### src/rtl/wb_bram_ctrl.sv
// Wishbone classic slave in front of a single-port BRAM with separate read/write latencies,
// byte-lane writes, address-window decode (err on miss) and abort when the master drops cyc.
module wb_bram_ctrl #(
    parameter int          DW          = 32,
    parameter int          MEM_AW      = 10,
    parameter int          READ_DELAY  = 10,
    parameter int          WRITE_DELAY = 10,
    parameter logic [31:0] BASE_ADDR   = 32'h3800_0000,
    parameter logic [31:0] ADDR_MASK   = 32'hFFC0_0000
) (
    input  logic              wb_clk_i,
    input  logic              wb_rst_n_i,
    input  logic              wbs_cyc_i,
    input  logic              wbs_stb_i,
    input  logic              wbs_we_i,
    input  logic [3:0]        wbs_sel_i,
    input  logic [31:0]       wbs_adr_i,
    input  logic [DW-1:0]     wbs_dat_i,
    output logic              wbs_ack_o,
    output logic              wbs_err_o,
    output logic [DW-1:0]     wbs_dat_o,
    output logic              bram_en,
    output logic [3:0]        bram_we,
    output logic [MEM_AW-1:0] bram_addr,
    output logic [DW-1:0]     bram_di,
    input  logic [DW-1:0]     bram_do
);

    localparam logic [1:0] S_IDLE = 2'd0;
    localparam logic [1:0] S_WAIT = 2'd1;
    localparam logic [1:0] S_ACK  = 2'd2;
    localparam logic [1:0] S_ERR  = 2'd3;

    // The counter covers the D-1 WAIT cycles, so it starts at D-2 and exits at zero.
    localparam logic [3:0] RD_LOAD = 4'(READ_DELAY - 2);
    localparam logic [3:0] WR_LOAD = 4'(WRITE_DELAY - 2);

    logic [1:0]        state_q, state_d;
    logic [3:0]        cnt_q, cnt_d;
    logic              we_q, we_d;
    logic [3:0]        sel_q, sel_d;
    logic [MEM_AW-1:0] addr_q, addr_d;
    logic [DW-1:0]     dat_q, dat_d;
    logic              hit;
    logic              in_wait;

    assign hit     = ((wbs_adr_i & ADDR_MASK) == BASE_ADDR);
    assign in_wait = (state_q == S_WAIT);

    always_comb begin
        state_d = state_q;
        cnt_d   = cnt_q;
        we_d    = we_q;
        sel_d   = sel_q;
        addr_d  = addr_q;
        dat_d   = dat_q;
        case (state_q)
            S_IDLE: begin
                if (wbs_cyc_i && wbs_stb_i) begin
                    if (hit) begin
                        state_d = S_WAIT;
                        we_d    = wbs_we_i;
                        sel_d   = wbs_sel_i;
                        addr_d  = wbs_adr_i[MEM_AW+1:2];
                        dat_d   = wbs_dat_i;
                        cnt_d   = wbs_we_i ? WR_LOAD : RD_LOAD;
                    end else begin
                        state_d = S_ERR;
                    end
                end
            end
            S_WAIT: begin
                if (!wbs_cyc_i) begin
                    state_d = S_IDLE;
                end else if (cnt_q == 4'd0) begin
                    state_d = S_ACK;
                end else begin
                    cnt_d = cnt_q - 4'd1;
                end
            end
            S_ACK:   state_d = S_IDLE;
            S_ERR:   state_d = S_IDLE;
            default: state_d = S_IDLE;
        endcase
    end

    always_ff @(posedge wb_clk_i) begin
        if (!wb_rst_n_i) begin
            state_q <= S_IDLE;
            cnt_q   <= 4'd0;
            we_q    <= 1'b0;
            sel_q   <= 4'd0;
            addr_q  <= '0;
            dat_q   <= '0;
        end else begin
            state_q <= state_d;
            cnt_q   <= cnt_d;
            we_q    <= we_d;
            sel_q   <= sel_d;
            addr_q  <= addr_d;
            dat_q   <= dat_d;
        end
    end

    // Outputs are gated by reset and cyc so an abort in the write cycle never reaches the BRAM.
    assign wbs_ack_o = wb_rst_n_i && (state_q == S_ACK);
    assign wbs_err_o = wb_rst_n_i && (state_q == S_ERR);
    assign wbs_dat_o = (wbs_ack_o && !we_q) ? bram_do : '0;
    assign bram_en   = wb_rst_n_i && in_wait;
    assign bram_we   = (wb_rst_n_i && in_wait && wbs_cyc_i && we_q && (cnt_q == 4'd0)) ? sel_q : 4'd0;
    assign bram_addr = addr_q;
    assign bram_di   = dat_q;

endmodule

### config.mk
export PLATFORM = sky130hd
export DESIGN_NAME = wb_bram_ctrl
export DESIGN_NICKNAME = d
export VERILOG_FILES = /design/src/rtl/wb_bram_ctrl.sv
export SDC_FILE = /design/constraint.sdc
export NUM_CORES = 1
export LEC_CHECK = 0
export CAP_MARGIN = 25
export CORE_AREA = 2 2 73 75
export CTS_BUF_LIST = sky130_fd_sc_hd__clkbuf_4
export DETAILED_ROUTE_END_ITERATION = 10
export DIE_AREA = 0 0 75 77
export DONT_BUFFER_PORTS = 1
export SLEW_MARGIN = 5
export SYNTH_ARGS = -nofsm -noshare
export SYNTH_HDL_FRONTEND = slang
export SYNTH_SLANG_ARGS = --single-unit
### constraint.sdc
create_clock -name wb_clk_i -period 2.4 [get_ports wb_clk_i]
set_clock_uncertainty 0.15 [all_clocks]
set_input_delay 0.36 -clock wb_clk_i [delete_from_list [all_inputs] [get_ports wb_clk_i]]
set_output_delay 0.36 -clock wb_clk_i [all_outputs]
set_load 0.02 [all_outputs]
== Word level (Yosys, flattened, before mapping) ==
Index checks and enable logic that the tools add are counted.

* Flip-flop bits (word level): 53
* Input bits: 105
* Output and inout bits: 81
* Word-level logic and storage cells: 44

* $add $sub $neg: 1
* Equality and inequality tests: 9
* Muxes and demuxes: 12
* Reductions and logical operators: 16

{| class="wikitable"
|+ Operators by type and width
! cell !! count
|-
| two-way mux 32 bit || 1
|-
| two-way mux 4 bit || 5
|-
| equality test 10 x 8 -> 1 bit, second input constant || 1
|-
| logical AND 1 bit || 8
|-
| two-way mux 2 bit || 4
|-
| != test 2 bit, second input constant || 4
|-
| case mux 4 bit (2 select lines) || 1
|-
| case mux 2 bit (3 select lines) || 1
|-
| AND reduction 5 bit || 1
|-
| equality test 2 bit, second input constant || 2
|-
| zero test 4 bit || 1
|-
| subtractor 4 x 1 -> 4 bit, second input constant || 1
|-
| != test 3 x 2 -> 1 bit, second input constant || 1
|-
| AND reduction 3 bit || 1
|-
| equality test 2 x 1 -> 1 bit, second input constant || 1
|-
| zero test 2 bit || 1
|-
| AND reduction 2 bit || 1
|-
| nonzero test 2 bit || 1
|-
| OR reduction 2 bit || 1
|-
| zero test 1 bit || 1
|}

== Depth between registers and ports, before layout ==
* Word-level depth: 6
* Depth in mapped cells: 7
* Depth with buffers taken out: 6

== Worst setup path after synthesis ==
OpenSTA, ideal clock, no wires.

* Kind: input to register
* From: input wbs_adr_i[23]
* To: register cnt_q[2]
* Library setup time: 123 ps
* Data arrival time: 1,922 ps
* Required time: 2,127 ps
* Path slack: 205 ps
* Stages on the path: 6
* Path buffers: 2
* Cells stage by stage: or4_4 or4_1 clkbuf_1 buf_6 a221oi_1 nor2_1

* Longest elaborated chain between the ends: 3

{| class="wikitable"
|+ RTL lines
! item !! line !! text
|-
| from (decl) || 17 || <nowiki>input logic [31:0] wbs_adr_i,</nowiki>
|-
| equality test 10 x 8 -> 1 bit || 47 || <nowiki>assign hit = ((wbs_adr_i & ADDR_MASK) == BASE_ADDR);</nowiki>
|-
| != test 2 bit (no line) || - ||
|-
| AND reduction 5 bit (no line) || - ||
|-
| to (signal assigned) || 97 || <nowiki>cnt_q <= cnt_d;</nowiki>
|-
| to (decl) || 39 || <nowiki>logic [3:0] cnt_q, cnt_d;</nowiki>
|}

No other way between the ends.
A chain may end at the register's enable or synchronous reset.

== Worst setup path after layout ==
* From: register state_q[0]
* To: output bram_we[2]

* Longest elaborated chain between the ends: 6

{| class="wikitable"
|+ RTL lines
! item !! line !! text
|-
| from (decl) || 38 || <nowiki>logic [1:0] state_q, state_d;</nowiki>
|-
| from (signal assigned) || 96 || <nowiki>state_q <= state_d;</nowiki>
|-
| equality test 2 x 1 -> 1 bit || 48 || <nowiki>assign in_wait = (state_q == S_WAIT);</nowiki>
|-
| logical AND 1 bit (4 in series) || 110 || <nowiki>assign bram_we = (wb_rst_n_i && in_wait && wbs_cyc_i && we_q && (cnt_q == 4'd0)) ? sel_q : 4'd0;</nowiki>
|-
| two-way mux 4 bit || 110 ||
|-
| to (decl) || 23 || <nowiki>output logic [3:0] bram_we,</nowiki>
|}

No other way between the ends.

==> impl_metrics.py <==
metrics = {
    "status": {
        "run_status": "finished, final reports clean",
    },
    "synthesis": {
        "synth-xor-area-share": 0,
        "synthSimpleGateAreaFrac": 0.325,
        "yosysTopAreaCell": "dfxtp_1",
        "synth_top_family_by_area": "simple AND/OR/NAND/NOR gates",
        "synth_cell_types": 34,
        "netlist_top_cells_area": "dfxtp_1 (44%), nand2_1 (15%), and2_1 (9.9%)",
        "syn_inst": 298,
        "syn_nets": 405,
        "syn_area_per_cell_sq_um": 8.05,
        "syn_area_sq_um": 2400,
        "yosys_warnings": 0,
        "synthMuxAreaShare": 0,
        "synthAdderAreaFrac": 0.0104,
        "synth_seq_cells": 53,
        "yosysSeqAreaShare": 0.442,
        "synth_compound_area_frac": 0.175,
        "synth_top_area_share": 0.442,
    },
    "timing": {
        "period_share": 0.942,
        "max_clock_freq_ghz": 0.442,
        "slew_viol_final": 0,
        "slew_headroom": 0.718,
        "worstMarginPinSlew_ns": 0.421,
        "fin_setup_tns_ns": 0,
        "period_needed_ns": 2.26,
        "rsz0062_at_grt": "no",
        "holdWs_ns": 0.140,
        "setup_viol_count_final": 0,
        "hold_viol": 0,
    },
    "clock_network": {
        "cts_sinks": 53,
        "clock_latency_ns": 0.37,
        "cts_buffer_depth": 2,
        "cts-root-buf": "clkbuf_4",
        "cts_tree": "yes",
        "h-tree-depth": 2,
        "clk_pin_slew_ns": 0.16,
        "cts_buffers": 5,
    },
    "worst_setup_path": {
        "crit_fanout": 9,
        "required_ns": 1.89,
        "r2r-start": "state_q[1]",
        "r2r_setup_slack_ns": 0.17,
        "worst_setup_path_end_kind": "output pin",
        "cp-startpoint": "state_q[0]",
        "startpoint_type": "flip-flop",
        "critPathArrivalTime_ns": 1.75,
        "r2r-end": "bram_addr[3]",
        "path_class": "reg -> out",
        "crit_end": "bram_we[2]",
        "r2r_cells": 5,
    },
    "die": {
        "core-area_sq_um": 4980,
        "start_util": 0.482,
        "die_x_um": 75,
        "die_h_um": 77,
        "row_count": 26,
        "num_io_pins": 186,
        "dieArea_sq_um": 5780,
    },
    "global_route": {
        "grt_max_degree": 54,
        "first_global_vias": 1919,
        "grt_usage": 0.206,
        "overflow": 0,
        "antenna_found_initial": 0,
        "grt_first_pass_wirelength_um": 9330,
    },
    "cells_and_area": {
        "seq_area_sq_um": 1060,
        "fillCellCount": 444,
        "fin_nets": 450,
        "drive_gt1_frac": 0.0930,
        "area_growth_pct": 28.7,
        "fin_area_sq_um": 3090,
        "n_antenna_cell": 0,
        "multi_input_area_sq_um": 1260,
        "final_cells": 414,
    },
    "routing": {
        "drt_first_pass_iters": 4,
        "num_vias": 2074,
        "drc_errors": 0,
        "vias_per_cell": 5.01,
        "wl_per_cell_um": 14.8,
        "drtIter0Drc": 90,
        "drtAntennaViolNets": 0,
        "wirelength_um": 6110,
    },
    "power": {
        "leakage_nw": 1.12,
        "power_density_nw_per_um2": 473,
        "ir_worst_vdd_mv": 0.293,
    },
    "placement": {
        "port_buffers": 0,
        "placed_area_sq_um": 2480,
        "place_congestion": 0.754,
        "hpwlAfterDp_um": 3990,
        "dp.cells": 355,
    },
    "flow_run": {
        "maxCapViolCount": 0,
    },
    "min_path": {
        "hold_class": "in -> reg",
        "hold_depth": 3,
    },
}
-- critical path, cell delays in order (launching register included) --
cell and delay [ns]:
dfxtp_1 0.37, buf_4 0.17, nor2b_4 0.18, and2_1 0.17, and4_4 0.27, and2_2 0.23
-- report_power, final --
part	total, mW	switching (mW)	internal (mW)
sequential	0.884	0.00103	0.882
clock	0.439	0.309	0.130
combinational	0.138	0.0548	0.0832
-- per-stage QoR --
stage | setup slack (ns) | util | total power [mW]
after floorplan | 0.205 | - | 0.961
after global placement | 0.0695 | 0.497 | 0.959
after detailed placement | 0.0481 | 0.497 | 0.959
after CTS | 0.0218 | 0.616 | 1.48
after global routing | 0.0396 | 0.620 | 1.53
final | 0.139 | 0.620 | 1.46
-- metal layers --
metal | vias to the layer above | wire length (um) | share of wire | GRT usage
met5 | - | 0 | 0 | 0
met1 | 939 | 2620 | 0.43 | 0.262
met3 | 5 | 469 | 0.077 | 0.0723
met2 | 75 | 2960 | 0.49 | 0.330
li1 | 1055 | - | - | -
met4 | 0 | 57 | 0.0093 | 0.0482
-- synth_stat cells, drive strengths merged --
| cell type | n |
|---|---|
| or4bb | 1 |
| ha | 2 |
| o21a | 1 |
| a221oi | 1 |
| nand2 | 97 |
| o21ai | 3 |
| nand4b | 1 |
| o311a | 1 |
| and4 | 1 |
| buf | 6 |
| clkbuf | 16 |
| o211a | 1 |
| nand3b | 1 |
| nor3 | 3 |
| a22oi | 1 |
| nand4 | 2 |
| nor2 | 4 |
| nor4 | 2 |
| nor3b | 1 |
| and2 | 38 |
| or4 | 2 |
| or2 | 2 |
| nor2b | 1 |
| a21boi | 47 |
| dfxtp | 53 |
| a211oi | 1 |
| and4b | 1 |
| and3 | 1 |
| nand2b | 2 |
| inv | 3 |
| or3 | 2 |
-- worst min-delay path by stage --
stage | startpoint | end | slack [ns]
final | wbs_stb_i | state_q[0] | 0.14
after global routing | wb_rst_n_i | bram_di[21] | 0.12
after CTS | wbs_stb_i | state_q[0] | 0.12
after detailed placement | sel_q[3] | sel_q[3] | 0.29
after global placement | sel_q[3] | sel_q[3] | 0.28
after floorplan | sel_q[2] | sel_q[2] | 0.28
-- placed cells by master (no fill, tap or decap), types with 3 or more instances in the layout --
cell type,instances
a21boi_0,30
a21boi_1,17
and2_1,34
and2_2,4
buf_4,9
clkbuf_4,5
dfxtp_1,53
dlygate4sd3_1,49
inv_1,3
nand2_1,97
nor2_1,4
o21ai_0,3
-- cells by family after synthesis --
group	after synthesis
buffers and inverters	25
AND/OR/NAND/NOR	162
flip-flops	53
AO/OA/AOI/OAI	56
adder cells (fa/ha/maj)	2
-- timing repair --
| item | CTS | global route |
|---|---|---|
| pin swaps | 0 | 0 |
| hold endpoints to repair | 53 | 0 |
| resized for setup | 6 | 4 |
| gates cloned | 0 | 0 |
| buffers inserted | 0 | 1 |
| setup endpoints to repair | 4 | 4 |
| hold buffers | 50 | 0 |
-- layout make-up --
type | count | area share
Tap cell | 70 | 0.0284
Inverter | 3 | 0.00365
Clock buffer | 5 | 0.0122
Clock inverter | 3 | 0.00932
Sequential cell | 53 | 0.344
Timing Repair Buffer | 60 | 0.194
Multi-Input combinational cell | 220 | 0.409
-- state kept, by name, summed over array words and instances, names as in the netlist --
signal     count
sel_q          4
cnt_q          4
bram_addr     10
state_q        2
we_q           1
bram_di       32
Power figures use the tool's default switching activity.
